<file path="config.mk">
export PLATFORM = sky130hd
export DESIGN_NAME = adc_frame_capture
export DESIGN_NICKNAME = d
export VERILOG_FILES = /design/src/rtl/adc_frame_capture.sv
export SDC_FILE = /design/constraint.sdc
export NUM_CORES = 2
export LEC_CHECK = 0
export BUFFER_PORTS_ARGS = -buffer_cell sky130_fd_sc_hd__buf_2
export CAP_MARGIN = 20
export CORE_MARGIN = 1
export CORE_UTILIZATION = 35
export DETAILED_ROUTE_END_ITERATION = 7
export GPL_TIMING_DRIVEN = 1
export PLACE_DENSITY = 0.6
export SETUP_SLACK_MARGIN = 0.05
export SYNTH_ARGS = -nofsm -noshare
export SYNTH_HDL_FRONTEND = slang
export SYNTH_SLANG_ARGS = --single-unit
</file>
<file path="constraint.sdc">
create_clock -name clk -period 4.1 [get_ports clk]
set_input_delay 0.82 -clock clk [delete_from_list [all_inputs] [get_ports clk]]
set_output_delay 0.82 -clock clk [all_outputs]
set_load 0.005 [all_outputs]
</file>
<file path="src/rtl/adc_frame_capture.sv">
// Captures one frame of offset-binary ADC samples into a local buffer on a start
// key edge, then streams them as signed 16-bit words over a valid/ready port.
module adc_frame_capture #(
  parameter int FRAME_LEN = 256,
  parameter int DECIM     = 1
) (
  input  logic        clk,
  input  logic        rst_n,
  input  logic        start,
  input  logic [9:0]  ad_data,
  input  logic        ad_otr,
  output logic [15:0] fft_data,
  output logic        fft_valid,
  input  logic        fft_ready,
  output logic        fft_last,
  output logic        busy,
  output logic        frame_done,
  output logic        ovr,
  output logic [1:0]  dbg_state_o
);

  localparam int IDXW = $clog2(FRAME_LEN);
  localparam logic [IDXW-1:0] IDX_ONE  = IDXW'(1);
  localparam logic [IDXW-1:0] IDX_LAST = IDXW'(FRAME_LEN - 1);
  localparam logic [15:0]     DEC_LAST = 16'(DECIM - 1);

  typedef enum logic [1:0] {
    S_IDLE    = 2'd0,
    S_CAPTURE = 2'd1,
    S_STREAM  = 2'd2
  } state_t;

  state_t          state_q;
  logic            start_prev_q;
  logic [IDXW-1:0] wr_idx_q;
  logic [IDXW-1:0] rd_idx_q;
  logic [15:0]     dec_cnt_q;
  logic [15:0]     fft_data_q;
  logic            fft_valid_q;
  logic            fft_last_q;
  logic            busy_q;
  logic            frame_done_q;
  logic            ovr_q;

  logic [9:0] buf_mem [FRAME_LEN];

  logic start_edge_d;
  logic store_en_d;
  logic xfer_d;

  // Handshake: a word moves on any clock where fft_valid and fft_ready are both
  // high; while fft_valid is high and fft_ready low the output word is frozen.
  assign start_edge_d = start & ~start_prev_q;
  assign store_en_d   = (state_q == S_CAPTURE) && (dec_cnt_q == 16'd0);
  assign xfer_d       = fft_valid_q & fft_ready;

  // Offset binary to two's complement: flipping the MSB subtracts 512.
  function automatic logic [15:0] to_signed16(input logic [9:0] s);
    logic [9:0] c;
    c = {~s[9], s[8:0]};
    return {{6{c[9]}}, c};
  endfunction

  always_ff @(posedge clk) begin
    if (store_en_d) begin
      buf_mem[wr_idx_q] <= ad_data;
    end
  end

  always_ff @(posedge clk or negedge rst_n) begin
    if (!rst_n) begin
      state_q      <= S_IDLE;
      start_prev_q <= 1'b0;
      wr_idx_q     <= '0;
      rd_idx_q     <= '0;
      dec_cnt_q    <= '0;
      fft_data_q   <= '0;
      fft_valid_q  <= 1'b0;
      fft_last_q   <= 1'b0;
      busy_q       <= 1'b0;
      frame_done_q <= 1'b0;
      ovr_q        <= 1'b0;
    end else begin
      start_prev_q <= start;
      frame_done_q <= 1'b0;
      case (state_q)
        S_IDLE: begin
          // An edge coinciding with the done pulse is dropped, not deferred.
          if (start_edge_d && !frame_done_q) begin
            state_q   <= S_CAPTURE;
            wr_idx_q  <= '0;
            dec_cnt_q <= '0;
            ovr_q     <= 1'b0;
            busy_q    <= 1'b1;
          end
        end
        S_CAPTURE: begin
          if (store_en_d) begin
            ovr_q    <= ovr_q | ad_otr;
            wr_idx_q <= wr_idx_q + IDX_ONE;
            if (wr_idx_q == IDX_LAST) begin
              state_q  <= S_STREAM;
              rd_idx_q <= '0;
            end
          end
          dec_cnt_q <= (dec_cnt_q == DEC_LAST) ? 16'd0 : dec_cnt_q + 16'd1;
        end
        S_STREAM: begin
          if (xfer_d && fft_last_q) begin
            fft_valid_q  <= 1'b0;
            fft_last_q   <= 1'b0;
            frame_done_q <= 1'b1;
            busy_q       <= 1'b0;
            state_q      <= S_IDLE;
          end else if (!fft_valid_q || fft_ready) begin
            fft_data_q  <= to_signed16(buf_mem[rd_idx_q]);
            fft_valid_q <= 1'b1;
            fft_last_q  <= (rd_idx_q == IDX_LAST);
            rd_idx_q    <= rd_idx_q + IDX_ONE;
          end
        end
        default: state_q <= S_IDLE;
      endcase
    end
  end

  assign fft_data    = fft_data_q;
  assign fft_valid   = fft_valid_q;
  assign fft_last    = fft_last_q;
  assign busy        = busy_q;
  assign frame_done  = frame_done_q;
  assign ovr         = ovr_q;
  assign dbg_state_o = state_q;

endmodule

</file>
==> impl_metrics.json <==
{
  "synth.distinct_cells": 80,
  "crit_path_end_kind": "flop",
  "dieArea_sq_um": 293000,
  "synth_area_leaders": "edfxtp_1 76%, mux4_2 12%, mux2i_1 2.4%",
  "hold_viol_final": 0,
  "start_util_pct": 35.2,
  "initialDrtViolationCount": 8255,
  "root_buffer": "clkbuf_16",
  "synth.top_cell.area_share_pct": 75.6,
  "rsz0062_at_grt": "no",
  "synth-seq-cells": 2610,
  "finalNetCount": 5605,
  "grt_pass1_vias": 53700,
  "num_vias": 54300,
  "cts_tree": "built",
  "antenna_left": 0,
  "max-slew-margin-rel_pct": 20.0,
  "core_area_sq_um": 289000,
  "wl_per_cell_um": 30.8,
  "grt_max_degree": 119,
  "arrival_ps": 4780,
  "critPathMaxFanout": 27,
  "htree_levels": 5,
  "gp_congestion": 0.893,
  "multi_input_area_sq_um": 21800,
  "pre_cts_ws_ps": 172,
  "port_buffers": 37,
  "num_rows": 197,
  "layout_commonest_cell": "edfxtp_1",
  "synth_top_area_cell": "edfxtp_1",
  "fmaxAchievable_ghz": 0.250,
  "report.final.slew_viol_count": 0,
  "power.density_nw_per_um2": 455,
  "fin_util_pct": 41.3,
  "firstDrtPassIters": 6,
  "hpwl_mm": 191,
  "tightest_slew_ps": 1200,
  "overflow": 0,
  "io_pins": 38,
  "syn_avg_cell_area_sq_um": 20.6,
  "tns_ps": 0,
  "finClkSkew_ps": 55.0,
  "clk_latency_ps": 930,
  "drc": 0,
  "synth-edff-count": 2560,
  "critPathKind": "reg2reg",
  "cap_violations": 0,
  "cts.sinks": 2610,
  "grtUsageTotal_pct": 20.2,
  "synthToLayoutAreaGrowth_pct": 17.1,
  "ys_async_sr_fraction_pct": 1.92,
  "finalWorstSetupSlack_ps": 92.4,
  "wirelength_mm": 298,
  "required_ps": 4870,
  "leakage_nw": 36.8,
  "finalCriticalPeriod_ps": 4010,
  "syn_inst": 4940,
  "viasPerCell": 5.62,
  "cts_buffer_depth": 4,
  "grt_first_pass_wirelength_mm": 419,
  "seq_area_frac_synth_pct": 76.8,
  "setup_violations": 0,
  "syn_area_sq_um": 102000,
  "seq_area_sq_um": 78100,
  "cts_made_buffers": 281,
  "synthFlopType": "edfxtp_1",
  "die_y_um": 541,
  "hold_path.class": "in2reg",
  "drive_above_1_share_pct": 28.1,
  "cts_resized": 0,
  "antenna_found_initial": 17,
  "syn_nets": 4962,
  "start_kind": "flop",
  "cts.reportedPaths.clkPinSlew_ps": 60,
  "die_width_um": 541,
  "yosysWarnings": 0,
  "fillers": 25100,
  "status": "complete, no violations",
  "ir_worst_vdd_uv": 467,
  "finalCritPeriodShare_pct": 97.7,
  "final_cell_mix": "2560 x edfxtp_1, 558 x buf_4, 530 x mux4_2, 337 x nor2_1, 289 x clkbuf_16"
}
registers in the layout (all words and copies together) (netlist names):
signal        count
dec_cnt_q        16
fft_data         10
start_prev_q      1
fft_last          1
busy              1
rd_idx_q          8
buf_mem        2560
fft_valid         1
wr_idx_q          8
dbg_state_o       2
frame_done        1
ovr               1
metal layers:
| layer | wire (um) | global-route usage, % | vias up |
|---|---|---|---|
| li1 | - | - | 21800 |
| met1 | 119000 | 28.2 | 28900 |
| met2 | 138000 | 31.5 | 3108 |
| met3 | 29800 | 3.90 | 527 |
| met4 | 11400 | 7.13 | 6 |
| met5 | 40 | 0 | - |
layout make-up:
type | count | area share (%)
diodes | 3 | 0.00630
clock buffers | 355 | 6.30
clock inverters | 127 | 1.00
inverters | 14 | 0.0472
multi-input cells | 2020 | 18.3
flip-flops and latches | 2610 | 65.6
well taps | 3880 | 4.07
repair buffers | 656 | 4.74
per-stage QoR:
stage / power [mW] / std cells / cell area [sq um] / hold slack (ps)
final: 54.2 / 9665 / 119000 / 138
after global routing: 55.6 / 9662 / 119000 / 146
after CTS: 54.5 / 9662 / 119000 / 89.8
after detailed placement: 30.4 / 9178 / 110000 / 487
after global placement: 30.4 / 9173 / 110000 / 483
after floorplan: 29.8 / 4940 / 102000 / 473
cells by family (layout without fill, tap and decap cells):
family | after synthesis | after routing | synth area share, %
buffers and inverters | 310 | 1152 | 1.90
XOR/XNOR | 23 | 23 | 0.198
other | 0 | 3 | 0
adder cells (fa/ha/maj) | 7 | 7 | 0.0861
AND/OR/NAND/NOR | 652 | 652 | 2.76
flip-flops | 2610 | 2610 | 76.8
AO/OA/AOI/OAI | 523 | 523 | 3.64
multiplexers | 815 | 815 | 14.6
cells in the mapped netlist (all sizes together), types with 13 or more instances:
| library cell | n |
|---|---|
| o221ai | 29 |
| a31oi | 22 |
| clkbuf | 111 |
| nand2 | 151 |
| mux4 | 532 |
| nor2 | 340 |
| and2 | 16 |
| dfrtp | 50 |
| inv | 13 |
| mux2i | 247 |
| a22oi | 97 |
| o211ai | 16 |
| nand4 | 18 |
| a211oi | 36 |
| o21ai | 57 |
| o22ai | 35 |
| edfxtp | 2560 |
| buf | 185 |
| nor2b | 21 |
| a21oi | 92 |
| a221oi | 44 |
| xor2 | 17 |
| nand3 | 41 |
| nor3 | 20 |
| mux2 | 36 |
critical path, stage by stage, from the launching register on:
cell,delay [ps]
dfrtp_4,830
buf_4,310
buf_12,220
buf_4,310
mux4_2,550
mux2i_1,140
a21oi_1,130
o21ai_0,780
a221o_1,420
a41oi_1,150
worst paths after layout:
| kind | start | end | slack, ps | cells past startpoint |
|---|---|---|---|---|
| worst max-delay path | rd_idx_q[1]$_DFFE_PN0P_ | fft_data[0]$_DFFE_PN0P_ | 90 | 9 |
| worst min-delay path | ad_otr | ovr$_DFFE_PN0P_ | 140 | 3 |
| worst max register to register | rd_idx_q[1]$_DFFE_PN0P_ | fft_data[0]$_DFFE_PN0P_ | 90 | 9 |
| worst min register to register | ovr$_DFFE_PN0P_ | ovr$_DFFE_PN0P_ | 500 | 2 |
| max in group asynchronous | rst_n | rd_idx_q[0]$_DFFE_PN0P_ | 2880 | 3 |
| min in group asynchronous | rst_n | start_prev_q$_DFF_PN0_ | 350 | 2 |
where the power goes:
| group | internal [mW] | switching [mW] |
|---|---|---|
| clock network | 14.4 | 9.99 |
| logic | 0.0612 | 0.480 |
| registers | 29.3 | 0.000118 |
| total | 43.7 | 10.5 |
timing repair:
| action | CTS | global route |
|---|---|---|
| hold endpoints to repair | 10 | 0 |
| hold buffers | 2 | 0 |
| buffers inserted | 0 | 0 |
| endpoints found under the setup margin | 0 | 0 |
Power figures use the tool's default switching activity.
